`config.mk`:
```
export PLATFORM = sky130hd
export DESIGN_NAME = io_fifo_bridge
export DESIGN_NICKNAME = d
export VERILOG_FILES = /design/src/rtl/io_fifo_pkg.sv /design/src/rtl/io_fifo_bridge_sync_fifo.sv /design/src/rtl/io_fifo_bridge.sv
export SDC_FILE = /design/constraint.sdc
export NUM_CORES = 1
export LEC_CHECK = 0
export ABC_CLOCK_PERIOD_IN_PS = 6700
export CAP_MARGIN = 0
export CORE_MARGIN = 1
export CORE_UTILIZATION = 40
export DETAILED_ROUTE_END_ITERATION = 12
export PLACE_DENSITY = 0.59
export RECOVER_POWER = 100
export SLEW_MARGIN = 10
export SYNTH_ARGS = -nofsm -noshare
export SYNTH_HDL_FRONTEND = slang
export SYNTH_SLANG_ARGS = --single-unit
```
`constraint.sdc`:
```
create_clock -name clk -period 6.7 [get_ports clk]
set_input_delay 1.34 -clock clk [delete_from_list [all_inputs] [get_ports clk]]
set_output_delay 1.34 -clock clk [all_outputs]
set_load 0.03 [all_outputs]
```
`src/rtl/io_fifo_pkg.sv`:
```
// io_fifo_pkg: register offsets and STATUS bit positions shared by the
// io_fifo_bridge peripheral and anything that decodes its register window.
package io_fifo_pkg;

    localparam logic [7:0] IOF_STATUS  = 8'h00;
    localparam logic [7:0] IOF_RXDATA  = 8'h04;
    localparam logic [7:0] IOF_TXDATA  = 8'h08;
    localparam logic [7:0] IOF_RXCOUNT = 8'h0C;
    localparam logic [7:0] IOF_TXCOUNT = 8'h10;
    localparam logic [7:0] IOF_CLEAR   = 8'h14;
    localparam logic [7:0] IOF_IRQEN   = 8'h18;

    localparam int ST_TX_NOT_FULL  = 0;
    localparam int ST_RX_NOT_EMPTY = 1;
    localparam int ST_RX_OVERFLOW  = 2;
    localparam int ST_TX_DROP      = 3;

    localparam int CLR_RX_OVERFLOW = 0;
    localparam int CLR_TX_DROP     = 1;

endpackage

```
`src/rtl/io_fifo_bridge_sync_fifo.sv`:
```
// sync_fifo: single-clock FIFO with a combinational head output.
// A pop on an empty FIFO is ignored; a push on a full FIFO only lands when a
// pop happens in the same cycle, so a full FIFO can stream at full rate.
module sync_fifo #(
    parameter int WIDTH = 8,
    parameter int DEPTH = 8
) (
    input  logic                   clk,
    input  logic                   rst,
    input  logic                   push,
    input  logic                   pop,
    input  logic [WIDTH-1:0]       din,
    output logic [WIDTH-1:0]       dout,
    output logic                   full,
    output logic                   empty,
    output logic [$clog2(DEPTH):0] count
);

    localparam int AW = $clog2(DEPTH);
    localparam int CW = AW + 1;

    logic [WIDTH-1:0] mem [DEPTH];
    logic [AW-1:0]    wr_ptr;
    logic [AW-1:0]    rd_ptr;
    logic             do_push;
    logic             do_pop;

    assign full    = (count == CW'(DEPTH));
    assign empty   = (count == '0);
    assign do_pop  = pop && !empty;
    assign do_push = push && (!full || do_pop);
    assign dout    = mem[rd_ptr];

    // Storage, pointers and occupancy; pointers wrap naturally at DEPTH.
    always_ff @(posedge clk) begin
        if (rst) begin
            wr_ptr <= '0;
            rd_ptr <= '0;
            count  <= '0;
            for (int i = 0; i < DEPTH; i++) begin
                mem[i] <= '0;
            end
        end else begin
            if (do_push) begin
                mem[wr_ptr] <= din;
                wr_ptr      <= wr_ptr + 1'b1;
            end
            if (do_pop) begin
                rd_ptr <= rd_ptr + 1'b1;
            end
            case ({do_push, do_pop})
                2'b10:   count <= count + 1'b1;
                2'b01:   count <= count - 1'b1;
                default: count <= count;
            endcase
        end
    end

endmodule

```
`src/rtl/io_fifo_bridge.sv`:
```
// io_fifo_bridge: memory-mapped UART buffering peripheral with an RX FIFO
// (receiver -> CPU) and a TX FIFO (CPU -> transmitter).
// Optional macro IO_FIFO_IRQ_EN adds the IRQEN register at 0x18 and a
// registered irq output.
module io_fifo_bridge
    import io_fifo_pkg::*;
#(
    parameter int DEPTH = 8,
    parameter int CW    = $clog2(DEPTH) + 1
) (
    input  logic        clk,
    input  logic        rst,
    input  logic        en,
    input  logic        we,
    input  logic [7:0]  addr,
    input  logic [31:0] din,
    output logic [31:0] dout,
    input  logic [7:0]  rx_in_data,
    input  logic        rx_in_valid,
    output logic        rx_in_ready,
    output logic [7:0]  tx_out_data,
    output logic        tx_out_valid,
    input  logic        tx_out_ready
`ifdef IO_FIFO_IRQ_EN
    ,
    output logic        irq
`endif
);

    logic          rx_full;
    logic          rx_empty;
    logic [CW-1:0] rx_count;
    logic [7:0]    rx_head;
    logic          tx_full;
    logic          tx_empty;
    logic [CW-1:0] tx_count;

    logic          rx_rd;
    logic          rx_push;
    logic          tx_wr;
    logic          tx_pop;
    logic          clr_wr;
    logic          rx_overflow;
    logic          tx_drop;
    logic          overflow_set;
    logic          drop_set;
    logic [3:0]    status;
    logic [31:0]   rd_data;
    logic          unused_din;

    assign unused_din = ^din[31:8];

    assign rx_rd  = en && !we && (addr == IOF_RXDATA);
    assign tx_wr  = en &&  we && (addr == IOF_TXDATA);
    assign clr_wr = en &&  we && (addr == IOF_CLEAR);

    // A CPU pop of a full RX FIFO frees the slot in the same cycle, so the
    // receiver may hand over a byte then and it lands at the tail.
    assign rx_in_ready  = !rst && (!rx_full || rx_rd);
    assign rx_push      = rx_in_valid && rx_in_ready;
    assign overflow_set = rx_in_valid && !rx_in_ready;

    assign tx_out_valid = !tx_empty;
    assign tx_pop       = tx_out_valid && tx_out_ready;
    assign drop_set     = tx_wr && tx_full && !tx_pop;

    sync_fifo #(.WIDTH(8), .DEPTH(DEPTH)) u_rx_fifo (
        .clk   (clk),
        .rst   (rst),
        .push  (rx_push),
        .pop   (rx_rd),
        .din   (rx_in_data),
        .dout  (rx_head),
        .full  (rx_full),
        .empty (rx_empty),
        .count (rx_count)
    );

    sync_fifo #(.WIDTH(8), .DEPTH(DEPTH)) u_tx_fifo (
        .clk   (clk),
        .rst   (rst),
        .push  (tx_wr),
        .pop   (tx_pop),
        .din   (din[7:0]),
        .dout  (tx_out_data),
        .full  (tx_full),
        .empty (tx_empty),
        .count (tx_count)
    );

    // Sticky error flags; a set in the same cycle as a clear wins.
    always_ff @(posedge clk) begin
        if (rst) begin
            rx_overflow <= 1'b0;
            tx_drop     <= 1'b0;
        end else begin
            rx_overflow <= overflow_set || (rx_overflow && !(clr_wr && din[CLR_RX_OVERFLOW]));
            tx_drop     <= drop_set     || (tx_drop     && !(clr_wr && din[CLR_TX_DROP]));
        end
    end

`ifdef IO_FIFO_IRQ_EN
    logic [1:0] irqen;

    // Interrupt enable register and registered interrupt request.
    always_ff @(posedge clk) begin
        if (rst) begin
            irqen <= 2'b00;
            irq   <= 1'b0;
        end else begin
            if (en && we && (addr == IOF_IRQEN)) begin
                irqen <= din[1:0];
            end
            irq <= |(irqen & {!tx_full, !rx_empty});
        end
    end
`endif

    // Read mux: value seen by the CPU reflects state before the access edge.
    always_comb begin
        status                  = 4'b0000;
        status[ST_TX_NOT_FULL]  = !tx_full;
        status[ST_RX_NOT_EMPTY] = !rx_empty;
        status[ST_RX_OVERFLOW]  = rx_overflow;
        status[ST_TX_DROP]      = tx_drop;
        rd_data                 = 32'h0;
        case (addr)
            IOF_STATUS:  rd_data = {28'h0, status};
            IOF_RXDATA:  rd_data = rx_empty ? 32'h0 : {24'h0, rx_head};
            IOF_RXCOUNT: rd_data = {{(32-CW){1'b0}}, rx_count};
            IOF_TXCOUNT: rd_data = {{(32-CW){1'b0}}, tx_count};
`ifdef IO_FIFO_IRQ_EN
            IOF_IRQEN:   rd_data = {30'h0, irqen};
`endif
            default:     rd_data = 32'h0;
        endcase
    end

    // Registered read data, held between reads.
    always_ff @(posedge clk) begin
        if (rst) begin
            dout <= 32'h0;
        end else if (en && !we) begin
            dout <= rd_data;
        end
    end

endmodule

```
==> key figures <==
Final layout
  • Nets: 718
  • Fraction of layout cells with a size suffix above 1: 0.1323
  • Ant diodes: 0
  • Fillers: 1,717
  • Most frequent cells in the layout: edfxtp_1, nor2_1, and2_0
  • Area growth syn-to-layout: 13.91%
  • Most common cell after layout, fill and taps aside: edfxtp_1

Logic synthesis
  • Synthesized instance count: 603
  • Netlist Area Pre-Place: 7819 µm²
  • XOR/XNOR Fraction of Synth Area: 0.008961
  • Yosys reg bits: 164
  • Post-synth EDFFs: 128
  • Seq/Total Area, Yosys: 0.5838
  • YS warnings: 0
  • Post-synthesis compound-gate area fraction: 0.04321
  • Cell variety after synth: 51
  • Proportion of synthesized area in mux cells: 0.1255
  • Adder-cell area share of the yosys netlist: 0.01856
  • Simple-Gate Fraction of Synth Area: 0.1744
  • FFs w/ async S/R, synth: 0
  • Largest family of logic cells by synthesized area: simple AND/OR/NAND/NOR gates
  • Mean Syn Cell Area: 12.97 µm²
  • Main synth FF type: edfxtp_1

Detailed routing
  • DRT iter0 DRCs: 289
  • DRC Markers: 0
  • Routed via count: 4,767
  • Number of antenna-violating nets in the routed design: 0
  • Via density: 5.154
  • Post-Route WL: 16,410 µm
  • Drt pass-1 iters: 4
  • WL/cell: 17.74 µm

Outcome
  • Status: complete, but fails checks
  • Failing checks: capacitance limit, slew limit

STA
  • Final Hold Viols: 0
  • Setup TNS Final: 0 ps
  • Max Fclk: 0.1831 GHz
  • Unrepaired setup endpoints after global routing: no
  • Fin crit share: 0.8150
  • Slew @ Worst Pin: 1610 ps
  • Final setup viols: 0
  • Fin. max-slew vios: 12
  • Clock skew: 9.223 ps
  • Relative slew slack: -0.08310
  • Final Critical Period: 5460 ps

Clock network
  • Postcts setup bufs: 0
  • H-tree levels: 4
  • Clock transition at path regs: 60 ps
  • Longest Clk Path Bufs: 2
  • CTS Root Cell: clkbuf_16
  • Clock Sink Count: 164
  • CTS Hold Bufs: 0
  • CTS tree: done
  • CTS resizes: 0
  • Num CTS Buffers: 17
  • Clk Latency, worst-skew pair: 420 ps

GRT
  • Initial antenna violation count: 0
  • GRT Resource Usage Total: 0.1736
  • First-pass GRT wire length: 25,850 µm
  • Grt total ovfl: 0
  • Vias in the first global route: 4,728
  • Largest net degree at the start of global routing: 38

Power
  • Sw power: 0.4983 mW
  • Clk pwr share: 0.431
  • Leakage power total: 3.091 nW
  • Cell Pwr Density: 254.1 nW/µm²
  • Cell-internal power: 1.765 mW
  • Final Power: 2.263 mW
  • Sequential power share: 0.505
  • Comb power frac: 0.064
  • Switching share of power: 0.2202
  • VDD IR-drop max: 0.1860 mV

Floorplan
  • Initial Util: 0.4125
  • Number of cell rows: 50
  • Chip Height: 141.8 µm
  • CORE AREA: 18,960 µm²
  • Num ports: 96
  • Width of the die: 141.8 µm
  • Die ar.: 20,110 µm²

Worst setup path
  • Crit start category: primary input
  • CP Capture Type: flop
  • Worst Path Required: 6840 ps
  • CP Class: primary input to flop
  • Crit path DAT: 5600 ps
  • CP Max Fanout: 18

Hold path
  • Worst Hold Class: flop to flop

Place
  • I/O Buffers: 47
  • HPWL Detailed: 11,010 µm
  • Placer congestion estimate: 0.7551

Run
  • Max-cap violations: 5
-- critical path: stages --
cell and delay [ps]:
dlygate4sd3_1 630, or4_1 630, o311ai_0 1130, nand4_1 180
clkbuf_1 480, o21ai_0 930, buf_4 280
-- logic make-up after synthesis --
logic type | Yosys count
adders and majority gates | 11
xor gates and xnor gates | 8
and+or+nand+nor | 243
other | 1
DFF | 164
muxes | 56
buffers and inverters | 63
AOI/OAI and AO/OA | 57
-- worst paths after layout --
| check | start | end | slack, ps | cells past startpoint |
|---|---|---|---|---|
| worst max-delay path | addr[4] | u_rx_fifo.mem[6][2]$_SDFFCE_PN0P_ | 1240 | 7 |
| worst min-delay path | dout[5]$_SDFFE_PP0N_ | dout[5]$_SDFFE_PP0N_ | 460 | 2 |
| worst max register to register | u_rx_fifo.count[1]$_SDFFE_PP0P_ | u_rx_fifo.mem[6][2]$_SDFFCE_PN0P_ | 3430 | 6 |
| worst min register to register | dout[5]$_SDFFE_PP0N_ | dout[5]$_SDFFE_PP0N_ | 460 | 2 |
-- per-layer routing --
layer,share of wire,track usage,up-vias
li1,-,-,2241
met1,0.45,0.2315,2388
met2,0.49,0.2829,122
met3,0.042,0.03949,16
met4,0.013,0.05150,0
met5,0,0,-
-- sequential cells by signal (all words and copies together), names as in the netlist, named ones only --
name / cells
u_rx_fifo.mem: 64
rx_overflow: 1
u_tx_fifo.count: 4
u_tx_fifo.wr_ptr: 3
u_tx_fifo.mem: 64
dout: 8
u_rx_fifo.wr_ptr: 3
u_rx_fifo.count: 4
u_tx_fifo.rd_ptr: 3
u_rx_fifo.rd_ptr: 3
tx_drop: 1
-- layout make-up --
| class | count | area [µm²] | area share |
|---|---|---|---|
| Clock buffer | 19 | 432.9 | 0.04861 |
| Clock inverter | 12 | 155.1 | 0.01742 |
| Inverter | 11 | 41.29 | 0.004636 |
| Multi-Input combinational cell | 399 | 2853 | 0.3203 |
| Sequential cell | 164 | 4564 | 0.5125 |
| Tap cell | 260 | 325.3 | 0.03653 |
| Timing Repair Buffer | 60 | 534.3 | 0.05999 |
-- cell usage after synthesis (10+ instances only) --
cell | n | area (µm²)
edfxtp_1 | 128 | 3844
ha_1 | 10 | 125.1
o21ai_0 | 26 | 130.1
or2_2 | 12 | 75.07
dfxtp_1 | 36 | 720.7
clkbuf_1 | 19 | 71.32
inv_1 | 11 | 41.29
mux2_2 | 16 | 180.2
buf_4 | 24 | 180.2
a21oi_1 | 15 | 75.07
nor2_1 | 88 | 330.3
mux4_2 | 32 | 720.7
and2_1 | 64 | 400.4
nand2_1 | 31 | 116.4
-- power groups by stage --
| stage | Clock [mW] | Combinational [mW] | Sequential (mW) |
|---|---|---|---|
| 2_1_floorplan | 0 | 0.101 | 1.16 |
| 3_3_place_gp | 0 | 0.150 | 1.16 |
| 3_5_place_dp | 0 | 0.152 | 1.17 |
| 4_1_cts | 0.997 | 0.152 | 1.14 |
| 5_1_grt | 1.03 | 0.156 | 1.15 |
| 6_report | 0.976 | 0.144 | 1.14 |
-- through the flow --
| stage | hold slack, ps | area, µm² | setup slack (ps) | util | cells |
|---|---|---|---|---|---|
| floorplan | 447.1 | 7905 | 2173 | - | 626 |
| global placement | 440.8 | 8487 | 1665 | 0.4477 | 894 |
| detailed placement | 452.4 | 8487 | 1627 | 0.4477 | 894 |
| CTS | 466.7 | 9075 | 1719 | 0.4787 | 925 |
| global route | 484.9 | 8906 | 837.8 | 0.4698 | 925 |
| finish | 456.2 | 8906 | 1240 | 0.4698 | 925 |
No activity file was read; power rests on OpenSTA's default activity.
